--- src/rtl/rng_arbiter.sv ---
`default_nettype none
// ============================================================================
// Module   : rng_arbiter
// Brief    : Round-robin arbiter handing out 64-bit LFSR words to NREQ
//            requesters, one word per grant, with reseed and warm-up.
//            Optional grant statistics counter enabled by RNG_ARB_STATS_EN.
// Revision : 1.0 - initial release
// ============================================================================
module rng_arbiter #(
   parameter int          NREQ   = 4,
   parameter logic [63:0] SEED   = 64'hFEDCBA9876543210,
   parameter int          WARMUP = 8
) (
   input  logic            clk,
   input  logic            s_rst_n,
   input  logic [NREQ-1:0] req,
   output logic [NREQ-1:0] gnt,
   output logic [63:0]     rnd_out,
   output logic            rnd_valid,
   input  logic            seed_load,
   input  logic [63:0]     seed_in,
   output logic            busy,
   output logic [31:0]     gnt_count
);

   localparam int                c_PTR_W  = (NREQ > 1) ? $clog2(NREQ) : 1;
   localparam logic [c_PTR_W-1:0] c_LAST  = c_PTR_W'(NREQ - 1);
   localparam logic [7:0]        c_WARMUP = 8'(WARMUP);
   localparam logic [NREQ-1:0]   c_ONE    = {{(NREQ-1){1'b0}}, 1'b1};

   typedef enum logic [1:0] {
      IDLE  = 2'd0,
      SERVE = 2'd1,
      WARM  = 2'd2
   } state_t;

   // One LFSR advance, taps x^64 + x^63 + x^61 + x^60
   function automatic logic [63:0] lfsr_step(input logic [63:0] v);
      return {v[62:0], v[63] ^ v[62] ^ v[60] ^ v[59]};
   endfunction

   state_t              r_state;
   state_t              w_state_nxt;
   logic [63:0]         r_s;
   logic [c_PTR_W-1:0]  r_ptr;
   logic [7:0]          r_warm_cnt;

   logic                w_grant;
   logic                w_found;
   logic                w_found_hi;
   logic                w_found_lo;
   logic [c_PTR_W-1:0]  w_win_hi;
   logic [c_PTR_W-1:0]  w_win_lo;
   logic [c_PTR_W-1:0]  w_win;
   logic [c_PTR_W-1:0]  w_ptr_nxt;
   logic [63:0]         w_seed_val;

   // A zero seed would lock the LFSR, so it is replaced by SEED
   assign w_seed_val = (seed_in == 64'd0) ? SEED : seed_in;

   // Round-robin pick: lowest requester at/above the pointer, else lowest below it
   always_comb begin
      w_found_hi = 1'b0;
      w_found_lo = 1'b0;
      w_win_hi   = '0;
      w_win_lo   = '0;
      for (int i = NREQ - 1; i >= 0; i--) begin
         if (req[i]) begin
            if (i >= int'(r_ptr)) begin
               w_found_hi = 1'b1;
               w_win_hi   = c_PTR_W'(i);
            end else begin
               w_found_lo = 1'b1;
               w_win_lo   = c_PTR_W'(i);
            end
         end
      end
      w_found   = w_found_hi | w_found_lo;
      w_win     = w_found_hi ? w_win_hi : w_win_lo;
      w_ptr_nxt = (w_win == c_LAST) ? '0 : w_win + 1'b1;
   end

   // FSM state register
   always_ff @(posedge clk) begin
      if (!s_rst_n) begin
         r_state <= IDLE;
      end else begin
         r_state <= w_state_nxt;
      end
   end

   // Next-state and grant decision; reseed overrides everything
   always_comb begin
      w_state_nxt = r_state;
      w_grant     = 1'b0;
      if (seed_load) begin
         w_state_nxt = WARM;
      end else begin
         case (r_state)
            IDLE, SERVE: begin
               w_grant     = w_found;
               w_state_nxt = w_found ? SERVE : IDLE;
            end
            WARM: begin
               if (r_warm_cnt <= 8'd1) begin
                  w_state_nxt = IDLE;
               end
            end
            default: w_state_nxt = IDLE;
         endcase
      end
   end

   // Generator state, warm-up counter, pointer and registered grant outputs
   always_ff @(posedge clk) begin
      if (!s_rst_n) begin
         r_s        <= SEED;
         r_ptr      <= '0;
         r_warm_cnt <= 8'd0;
         gnt        <= '0;
         rnd_out    <= 64'd0;
         rnd_valid  <= 1'b0;
      end else begin
         gnt       <= '0;
         rnd_out   <= 64'd0;
         rnd_valid <= 1'b0;
         if (seed_load) begin
            r_s        <= w_seed_val;
            r_warm_cnt <= c_WARMUP;
         end else if (r_state == WARM) begin
            r_s        <= lfsr_step(r_s);
            r_warm_cnt <= r_warm_cnt - 8'd1;
         end else if (w_grant) begin
            gnt       <= c_ONE << w_win;
            rnd_out   <= r_s;
            rnd_valid <= 1'b1;
            r_s       <= lfsr_step(r_s);
            r_ptr     <= w_ptr_nxt;
         end
      end
   end

   assign busy = (r_state == WARM);

`ifdef RNG_ARB_STATS_EN
   logic [31:0] r_gnt_count;

   // Saturating count of served words, cleared only by reset
   always_ff @(posedge clk) begin
      if (!s_rst_n) begin
         r_gnt_count <= 32'd0;
      end else if (w_grant && (r_gnt_count != 32'hFFFF_FFFF)) begin
         r_gnt_count <= r_gnt_count + 32'd1;
      end
   end

   assign gnt_count = r_gnt_count;
`else
   assign gnt_count = 32'd0;
`endif

endmodule
`default_nettype wire

--- config.mk ---
export PLATFORM = sky130hd
export DESIGN_NAME = rng_arbiter
export DESIGN_NICKNAME = d
export VERILOG_FILES = /design/src/rtl/rng_arbiter.sv
export SDC_FILE = /design/constraint.sdc
export NUM_CORES = 1
export LEC_CHECK = 0
export BUFFER_PORTS_ARGS = -buffer_cell sky130_fd_sc_hd__buf_2
export CORE_ASPECT_RATIO = 0.5
export CORE_MARGIN = 3
export CORE_UTILIZATION = 57
export CTS_BUF_LIST = sky130_fd_sc_hd__clkbuf_8
export DETAILED_ROUTE_END_ITERATION = 6
export PLACE_DENSITY = 0.95
export SYNTH_ARGS = -nofsm -noshare
export SYNTH_HDL_FRONTEND = slang
export SYNTH_SLANG_ARGS = --single-unit
--- constraint.sdc ---
create_clock -name clk -period 3.34 [get_ports clk]
set_input_delay 0.668 -clock clk [delete_from_list [all_inputs] [get_ports clk]]
set_output_delay 0.668 -clock clk [all_outputs]
set_load 0.005 [all_outputs]
After elaboration in Yosys (flattened, before gate mapping)
Index checks and enable logic that the tools add are counted.
{"block": "totals", "romBits": 0, "elab_cells": 79, "regBits": 145, "out_inout_bits": 102, "latchBits": 0, "ram_bits": 0, "memories": 0}
{"block": "classes", "n_shift": 1, "multipliers": 0, "bitwise_logic": 8, "reduce_logical": 9, "n_addsub": 2, "div_mod_pow": 0, "order_cmp": 4, "muxes": 41, "n_eq_ne": 5}
{"cell": "$mux W64", "n": 4}
{"cell": "$logic_not A64 Y1", "n": 1}
{"cell": "$mux W2", "n": 17}
{"cell": "$mux W1", "n": 17}
{"cell": "$le A8 B1 Y1 const B", "n": 1}
{"cell": "$mux W4", "n": 2}
{"cell": "$sub A8 B1 Y8 const B", "n": 1}
{"cell": "$eq A2 B2 Y1 const B", "n": 2}
{"cell": "$ge A1 B2 Y1 const A", "n": 2}
{"cell": "$not A1 Y1", "n": 4}
{"cell": "$pmux W2 S2", "n": 1}
{"cell": "$reduce_or A2 Y1", "n": 2}
{"cell": "$reduce_or A4 Y1", "n": 1}
{"cell": "$shl A1 B2 Y4 const A", "n": 1}
{"cell": "$ne A3 B2 Y1 const B", "n": 1}
{"cell": "$reduce_and A3 Y1", "n": 1}
{"cell": "$reduce_bool A3 Y1", "n": 1}
{"cell": "$reduce_or A3 Y1", "n": 1}
{"cell": "$xor A1 B1 Y1", "n": 3}
{"cell": "$add A2 B1 Y2 const B", "n": 1}
{"cell": "$eq A2 B1 Y1 const B", "n": 1}
{"cell": "$ge A2 B2 Y1 const A", "n": 1}
{"cell": "$logic_not A2 Y1", "n": 1}
{"cell": "$ne A2 B1 Y1 const B", "n": 1}
{"cell": "other kinds (2)", "n": 2}

Depth between registers and ports, before layout
Gate-level depths: netlist (run 1).
{"block": "logic_depth", "ltp_word": 13, "ltp_mapped": 7, "mapped_depth_nobuf": 7}

Worst setup path before layout (run 1)
No wires, ideal clock.
{"block": "synth_timing", "path_kind": "input to register", "from": "in seed_in[2]", "to": "reg r_s[12]", "arrival_ps": 1959, "n_path_buf": 1, "path_slack_ps": 1309, "stages": 6, "setup_time_ps": 72, "path_cell_list": "nor4_1 nand4_1 or4_1 nand3_2 buf_6 a2bb2oi_1"}
{"block": "synth_between", "elab_chain_len": 3}
{"item": "from (decl)", "line": "21", "source": "input logic [63:0] seed_in,"}
{"item": "$logic_not A64 Y1", "line": "59", "source": "assign w_seed_val = (seed_in == 64'd0) ? SEED : seed_in;"}
{"item": "$mux W64", "line": "59"}
{"item": "$mux W64", "line": "127", "source": "if (seed_load) begin"}
{"item": "to (signal assigned)", "line": "128", "source": "r_s <= w_seed_val;"}
{"item": "to (signal assigned)", "line": "131", "source": "r_s <= lfsr_step(r_s);"}
{"item": "to (signal assigned)", "line": "137", "source": "r_s <= lfsr_step(r_s);"}
{"item": "to (decl)", "line": "44", "source": "logic [63:0] r_s;"}
Every way passes these cells.
A chain may end at the register's enable or synchronous reset.

Worst setup path after layout (run 1)
{"block": "layout_timing", "from": "in seed_in[49]", "to": "reg r_s[62]"}
Same word-level chain as after synthesis.

==> impl_metrics.env, run 1 <==
export IMPL_clk_pin_slew_ns=0.08
export IMPL_grt_overflow_total=0
export IMPL_post_cts_setup_buffers=0
export IMPL_hold_buffers=0
export IMPL_clock_latency_ns=0.44
export IMPL_synth_fa_ha_area_share_pct=0.678
export IMPL_routedWlPerCell_um=17.3
export IMPL_final_common_cell="dfxtp_1"
export IMPL_synth_cell_types=34
export IMPL_drtIter0Drc=341
export IMPL_diodes=0
export IMPL_worstPathRequired_ns=3.70
export IMPL_r2r_slack_ns=1.21
export IMPL_ctsLongestPathBuffers=2
export IMPL_rsz0062_at_grt="false"
export IMPL_die_area_um2=11000
export IMPL_vdd_ir_drop_max_uv=281
export IMPL_num_rows=24
export IMPL_fmax_mhz=403
export IMPL_crit_path_end_kind="flip-flop"
export IMPL_min_period_ns=2.48
export IMPL_synthFlopType="dfxtp_1"
export IMPL_ys_seq_area_share_pct=52.4
export IMPL_cts_sinks=145
export IMPL_grt_max_degree=88
export IMPL_nNetsFinal=734
export IMPL_initial_utilization_pct=61.1
export IMPL_synth_simple_area_share_pct=13.4
export IMPL_cts_inserted_buffers=17
export IMPL_yosysWarnings=0
export IMPL_finalSetupViolCount=0
export IMPL_grt_pass1_wl_um=21500
export IMPL_synth_compound_area_share_pct=12.1
export IMPL_fin_skew_ns=0.0121
export IMPL_max_slew_margin_pct=29.0
export IMPL_mostFrequentLayoutCells="dfxtp_1 (145), buf_2 (140), and3_1 (66), mux2i_1 (64)"
export IMPL_drive_above_1_share_pct=26.5
export IMPL_ys_ff_latch=145
export IMPL_grt_util_all_layers_pct=25.0
export IMPL_gp_congestion=0.825
export IMPL_reg2reg_to="r_s[31]"
export IMPL_cts_tree="yes"
export IMPL_synth_edff_count=0
export IMPL_dp_hpwl_um=9070
export IMPL_arrival_ns=2.84
export IMPL_fin_crit_sh_pct=74.2
export IMPL_max_cap_viol_count=0
export IMPL_dp_cells=771
export IMPL_drtPass1Iterations=5
export IMPL_postCtsResizedCells=0
export IMPL_synthMuxAreaShare_pct=11.7
export IMPL_area_growth_syn_to_layout_pct=18.0
export IMPL_path_class="primary input to flip-flop"
export IMPL_p_leak_nw=3.54
export IMPL_io_pins=173
export IMPL_reg2regPathDepth=4
export IMPL_synthXorXnorAreaFrac_pct=1.58
export IMPL_drcViolationCount=0
export IMPL_fin_tns_setup_ns=0
export IMPL_wl_um=13900
export IMPL_final_cells=802
export IMPL_synth_area_per_cell_um2=10.4
export IMPL_syn_area_um2=5540
export IMPL_hold_viol_final=0
export IMPL_powerDensity_nw_per_um2=554
export IMPL_antenna_found_initial=0
export IMPL_grt_pass1_vias=4287
export IMPL_cts_root_buffer="clkbuf_8"
export IMPL_die_h_um=75.7
export IMPL_netlist_instances=533
export IMPL_synth_top_family_by_area="simple AND/OR/NAND/NOR gates"
export IMPL_fp_coreArea_um2=9070
export IMPL_status="finished, final reports clean"
export IMPL_r2r_start="r_state[1]"
export IMPL_cts_max_level=4
export IMPL_start_kind="primary input"
export IMPL_die_w_um=145
export IMPL_cp_max_fo=32
export IMPL_tightest_slew_ns=1.06
export IMPL_final_antenna_net_count=0
export IMPL_slew_violations=0
export IMPL_synthArstFlopShare_pct=0
export IMPL_vias=4484
export IMPL_endpoint="r_s[62]"
export IMPL_io_buffers=140
export IMPL_crit_path_start="seed_in[49]"
export IMPL_avgViaCountPerCell=5.59
export IMPL_hold_class="primary input to flip-flop"
==> cell type report <==
| cell class | instances | area [um^2] |
|---|---|---|
| clock inverter | 10 | 70.1 |
| timing repair buffer | 147 | 753 |
| tap | 130 | 163 |
| inverter | 8 | 30.0 |
| fill | 689 | 2530 |
| clock buffer | 21 | 289 |
| sequential | 145 | 2900 |
| multi-input combinational | 341 | 2330 |
==> power breakdown <==
group / switching (W) / internal (W)
logic: 0.000235 / 0.000204
registers: 0.0000718 / 0.00184
clock network: 0.000621 / 0.000646
==> registers in the layout, summed over array words and instances, names as in the netlist <==
register,flops
r_s,64
rnd_out,64
r_warm_cnt,8
gnt,4
r_ptr,2
r_state,2
rnd_valid,1
==> critical path, cell delays in order <==
cell	delay, ns
buf_2	0.10
nor4_1	0.57
nand4_1	0.17
or4_1	0.56
nand3_2	0.51
a2bb2oi_1	0.23
==> metrics by stage <==
stage / utilization, % / worst slack (ns) / cell area, um^2 / hold WS (ns) / total power (W)
2_1_floorplan: - / 1.31 / 5650 / 0.470 / 0.00223
3_3_place_gp: 68.1 / 0.601 / 6180 / 0.481 / 0.00236
3_5_place_dp: 68.1 / 0.490 / 6180 / 0.483 / 0.00238
4_1_cts: 72.1 / 0.927 / 6540 / 0.466 / 0.00362
5_1_grt: 72.1 / 0.740 / 6540 / 0.477 / 0.00376
6_report: 72.1 / 0.861 / 6540 / 0.488 / 0.00362
==> how the worst min path moves through the flow <==
stage / from / end / slack (ns) / cells after the start
floorplan: r_s[0] / rnd_out[0] / 0.47 / 1
global placement: r_s[38] / rnd_out[38] / 0.48 / 1
detailed placement: r_s[38] / rnd_out[38] / 0.48 / 1
CTS: seed_in[0] / r_s[0] / 0.47 / 3
global route: seed_in[0] / r_s[0] / 0.48 / 3
finish: seed_in[0] / r_s[0] / 0.49 / 3
==> metal layers <==
| layer | GRT usage [%] | part of all wire (%) |
|---|---|---|
| met4 | 13.0 | 2.8 |
| met3 | 7.01 | 8.0 |
| met5 | 0 | 0 |
| met1 | 28.8 | 41 |
| met2 | 44.3 | 48 |
==> synth_stat cells, drive strengths merged, types with 5 or more instances <==
library cell	number	area, um^2
a21oi	34	170
a2bb2oi	32	280
and3	66	413
buf	42	309
clkbuf	28	105
dfxtp	145	2900
inv	7	26.3
mux2i	65	651
nand2	5	18.8
nor2	12	45.0
nor4	19	119
o21ai	34	170
xnor2	7	61.3
==> cells by family after synthesis <==
logic type,count (synthesis)
and+or+nand+nor,124
other,1
adders and majority gates,3
muxes,65
DFF,145
AOI/OAI and AO/OA,107
buffers and inverters,78
xor gates and xnor gates,10
No activity file was read; power rests on OpenSTA's default activity.
==> run 2: changes to the inputs <==
Settings changed: ABC_AREA set to 1, CORE_UTILIZATION 57 to 49, PLACE_DENSITY 0.95 to 0.85.
Clock period 3.34 ns to 2.05 ns, I/O delays scaled along.
==> impl_metrics.env, run 2 <==
export IMPL_reg_top3="r_s (64), rnd_out (64), r_warm_cnt (8)"
export IMPL_yosysTopAreaCell="dfxtp_1"
export IMPL_yosys_top_cells_area="dfxtp_1 (45%), nand2_1 (14%), nor2_1 (9.3%)"
export IMPL_max_cap_viol_count=0
export IMPL_syn_area_um2=6430
export IMPL_synth_edff_count=0
export IMPL_slew_violations=0
export IMPL_netlist_instances=948
export IMPL_cp_max_fo=9
export IMPL_grt_util_all_layers_pct=22.5
export IMPL_io_buffers=140
export IMPL_fp_coreArea_um2=12300
export IMPL_synth_top_area_share_pct=45.1
export IMPL_final_core_util_pct=61.6
export IMPL_p_leak_nw=4.08
export IMPL_cts_sinks=145
export IMPL_gp_congestion=0.829
export IMPL_diodes=0
export IMPL_ctsLongestPathBuffers=2
export IMPL_powerDensity_nw_per_um2=876
export IMPL_arrival_ns=1.42
export IMPL_grt_pass1_wl_um=26700
export IMPL_mostFrequentLayoutCells="nand2_1 (246), nor2_1 (158), dfxtp_1 (145), buf_2 (140), inv_1 (116)"
export IMPL_synthFlopType="dfxtp_1"
export IMPL_grt_overflow_total=0
export IMPL_min_period_ns=1.83
export IMPL_area_growth_syn_to_layout_pct=17.8
export IMPL_fin_tns_setup_ns=0
export IMPL_grt_pass1_vias=5745
export IMPL_avgViaCountPerCell=4.98
export IMPL_antenna_found_initial=0
export IMPL_vdd_ir_drop_max_uv=436
export IMPL_synthArstFlopShare_pct=0
export IMPL_fin_skew_ns=0.00946
export IMPL_nFillCells=1061
export IMPL_fin_crit_sh_pct=89.1
export IMPL_die_h_um=87
export IMPL_synth_common_cells="nand2_1 (246), nor2_1 (159), dfxtp_1 (145)"
export IMPL_rsz0062_at_grt="false"
export IMPL_final_antenna_net_count=0
export IMPL_cts_inserted_buffers=17
export IMPL_cts_root_buffer="clkbuf_8"
export IMPL_start_kind="flip-flop"
export IMPL_hold_viol_final=0
export IMPL_drtIter0Drc=550
export IMPL_synth_cell_types=27
export IMPL_synth_area_per_cell_um2=6.78
export IMPL_seq_area_um2=2900
export IMPL_post_dp_cell_area_um2=7120
export IMPL_final_cell_area_um2=7570
export IMPL_die_w_um=168
export IMPL_clock_latency_ns=0.44
export IMPL_worstPathRequired_ns=1.64
export IMPL_vias=6205
export IMPL_hold_buffers=0
export IMPL_ys_ff_latch=145
export IMPL_dp_hpwl_um=11100
export IMPL_ys_seq_area_share_pct=45.1
export IMPL_drcViolationCount=0
export IMPL_critPathBufInv=2
export IMPL_path_class="flip-flop to primary output"
export IMPL_worst_path_max_delay_cell="nor2_2"
export IMPL_power_total_w=0.00663
export IMPL_cts_tree="yes"
export IMPL_nNetsFinal=1145
export IMPL_hold_class="primary input to flip-flop"
export IMPL_crit_chain="inv_1 > nor2_2 > buf_2"
export IMPL_num_rows=28
export IMPL_io_pins=173
export IMPL_postCtsResizedCells=0
export IMPL_critPathTopFamily="simple AND/OR/NAND/NOR gates"
export IMPL_fmax_mhz=547
export IMPL_crit_path_end_kind="primary output"
export IMPL_synth_most_common_cell="nand2_1"
export IMPL_status="finished, final reports clean"
export IMPL_die_area_um2=14600
export IMPL_multi_input_comb_area_um2=2680
export IMPL_wl_um=16600
export IMPL_max_stage_delay_ns=0.36
export IMPL_routedWlPerCell_um=13.3
export IMPL_yosysWarnings=0
export IMPL_final_common_cell="nand2_1"
export IMPL_finalSetupViolCount=0
export IMPL_grt_max_degree=65
export IMPL_initial_utilization_pct=52.3
export IMPL_cts_max_level=4
export IMPL_post_cts_setup_buffers=0
export IMPL_drive_above_1_share_pct=18.1
export IMPL_drtPass1Iterations=5
export IMPL_clk_pin_slew_ns=0.08
run 2: area by class of cell:
type | instances | share of cell area (%)
clock buffers | 19 | 3.45
clock inverters | 11 | 2.48
inverters | 120 | 5.95
multi-input cells | 632 | 35.3
flip-flops and latches | 145 | 38.3
well taps | 165 | 2.73
repair buffers | 155 | 11.7
run 2: stage by stage:
stage          setup WS, ns  hold slack (ns)  std cells
2_1_floorplan         0.611            0.425        979
3_3_place_gp          0.341            0.432       1217
3_5_place_dp          0.268            0.442       1217
4_1_cts               0.208            0.266       1247
5_1_grt               0.109            0.298       1247
6_report              0.223            0.280       1247
run 2: kinds of logic after synthesis:
family / count (synthesis) / synth area share (%)
adder cells (fa/ha/maj): 3 / 0.584
buffers and inverters: 202 / 15.2
AO/OA/AOI/OAI: 76 / 6.03
other: 1 / 0.0583
AND/OR/NAND/NOR: 521 / 33.0
flip-flops: 145 / 45.1
run 2: final timing paths:
| kind | start | to | slack (ns) | cells after the start |
|---|---|---|---|---|
| worst max register to register | r_ptr[1] | r_s[0] | 0.27 | 9 |
| worst min register to register | r_s[45] | rnd_out[45] | 0.45 | 2 |
| worst max-delay path | r_state[1] | busy | 0.22 | 3 |
| worst min-delay path | seed_in[12] | r_s[12] | 0.28 | 5 |
run 2: where the power goes:
part,total (W),internal [W],switching [W]
Clock,0.00255,0.00149,0.00106
Sequential,0.00310,0.00301,0.0000912
Combinational,0.000981,0.000356,0.000625
run 2: routing by layer:
layer	vias to the layer above	GRT usage (%)	share of wire [%]
met5	-	0	0
met4	0	9.28	2.4
met3	41	5.03	7.9
met2	282	39.5	47
met1	2810	27.2	42
li1	3072	-	-
run 2: worst register-to-register path, delay by kind of cell (launching register included):
family,cells,cell delay (ns)
AOI/OAI and AO/OA,1,0.18
buffers and inverters,1,0.29
and+or+nand+nor,7,0.82
DFF,1,0.42
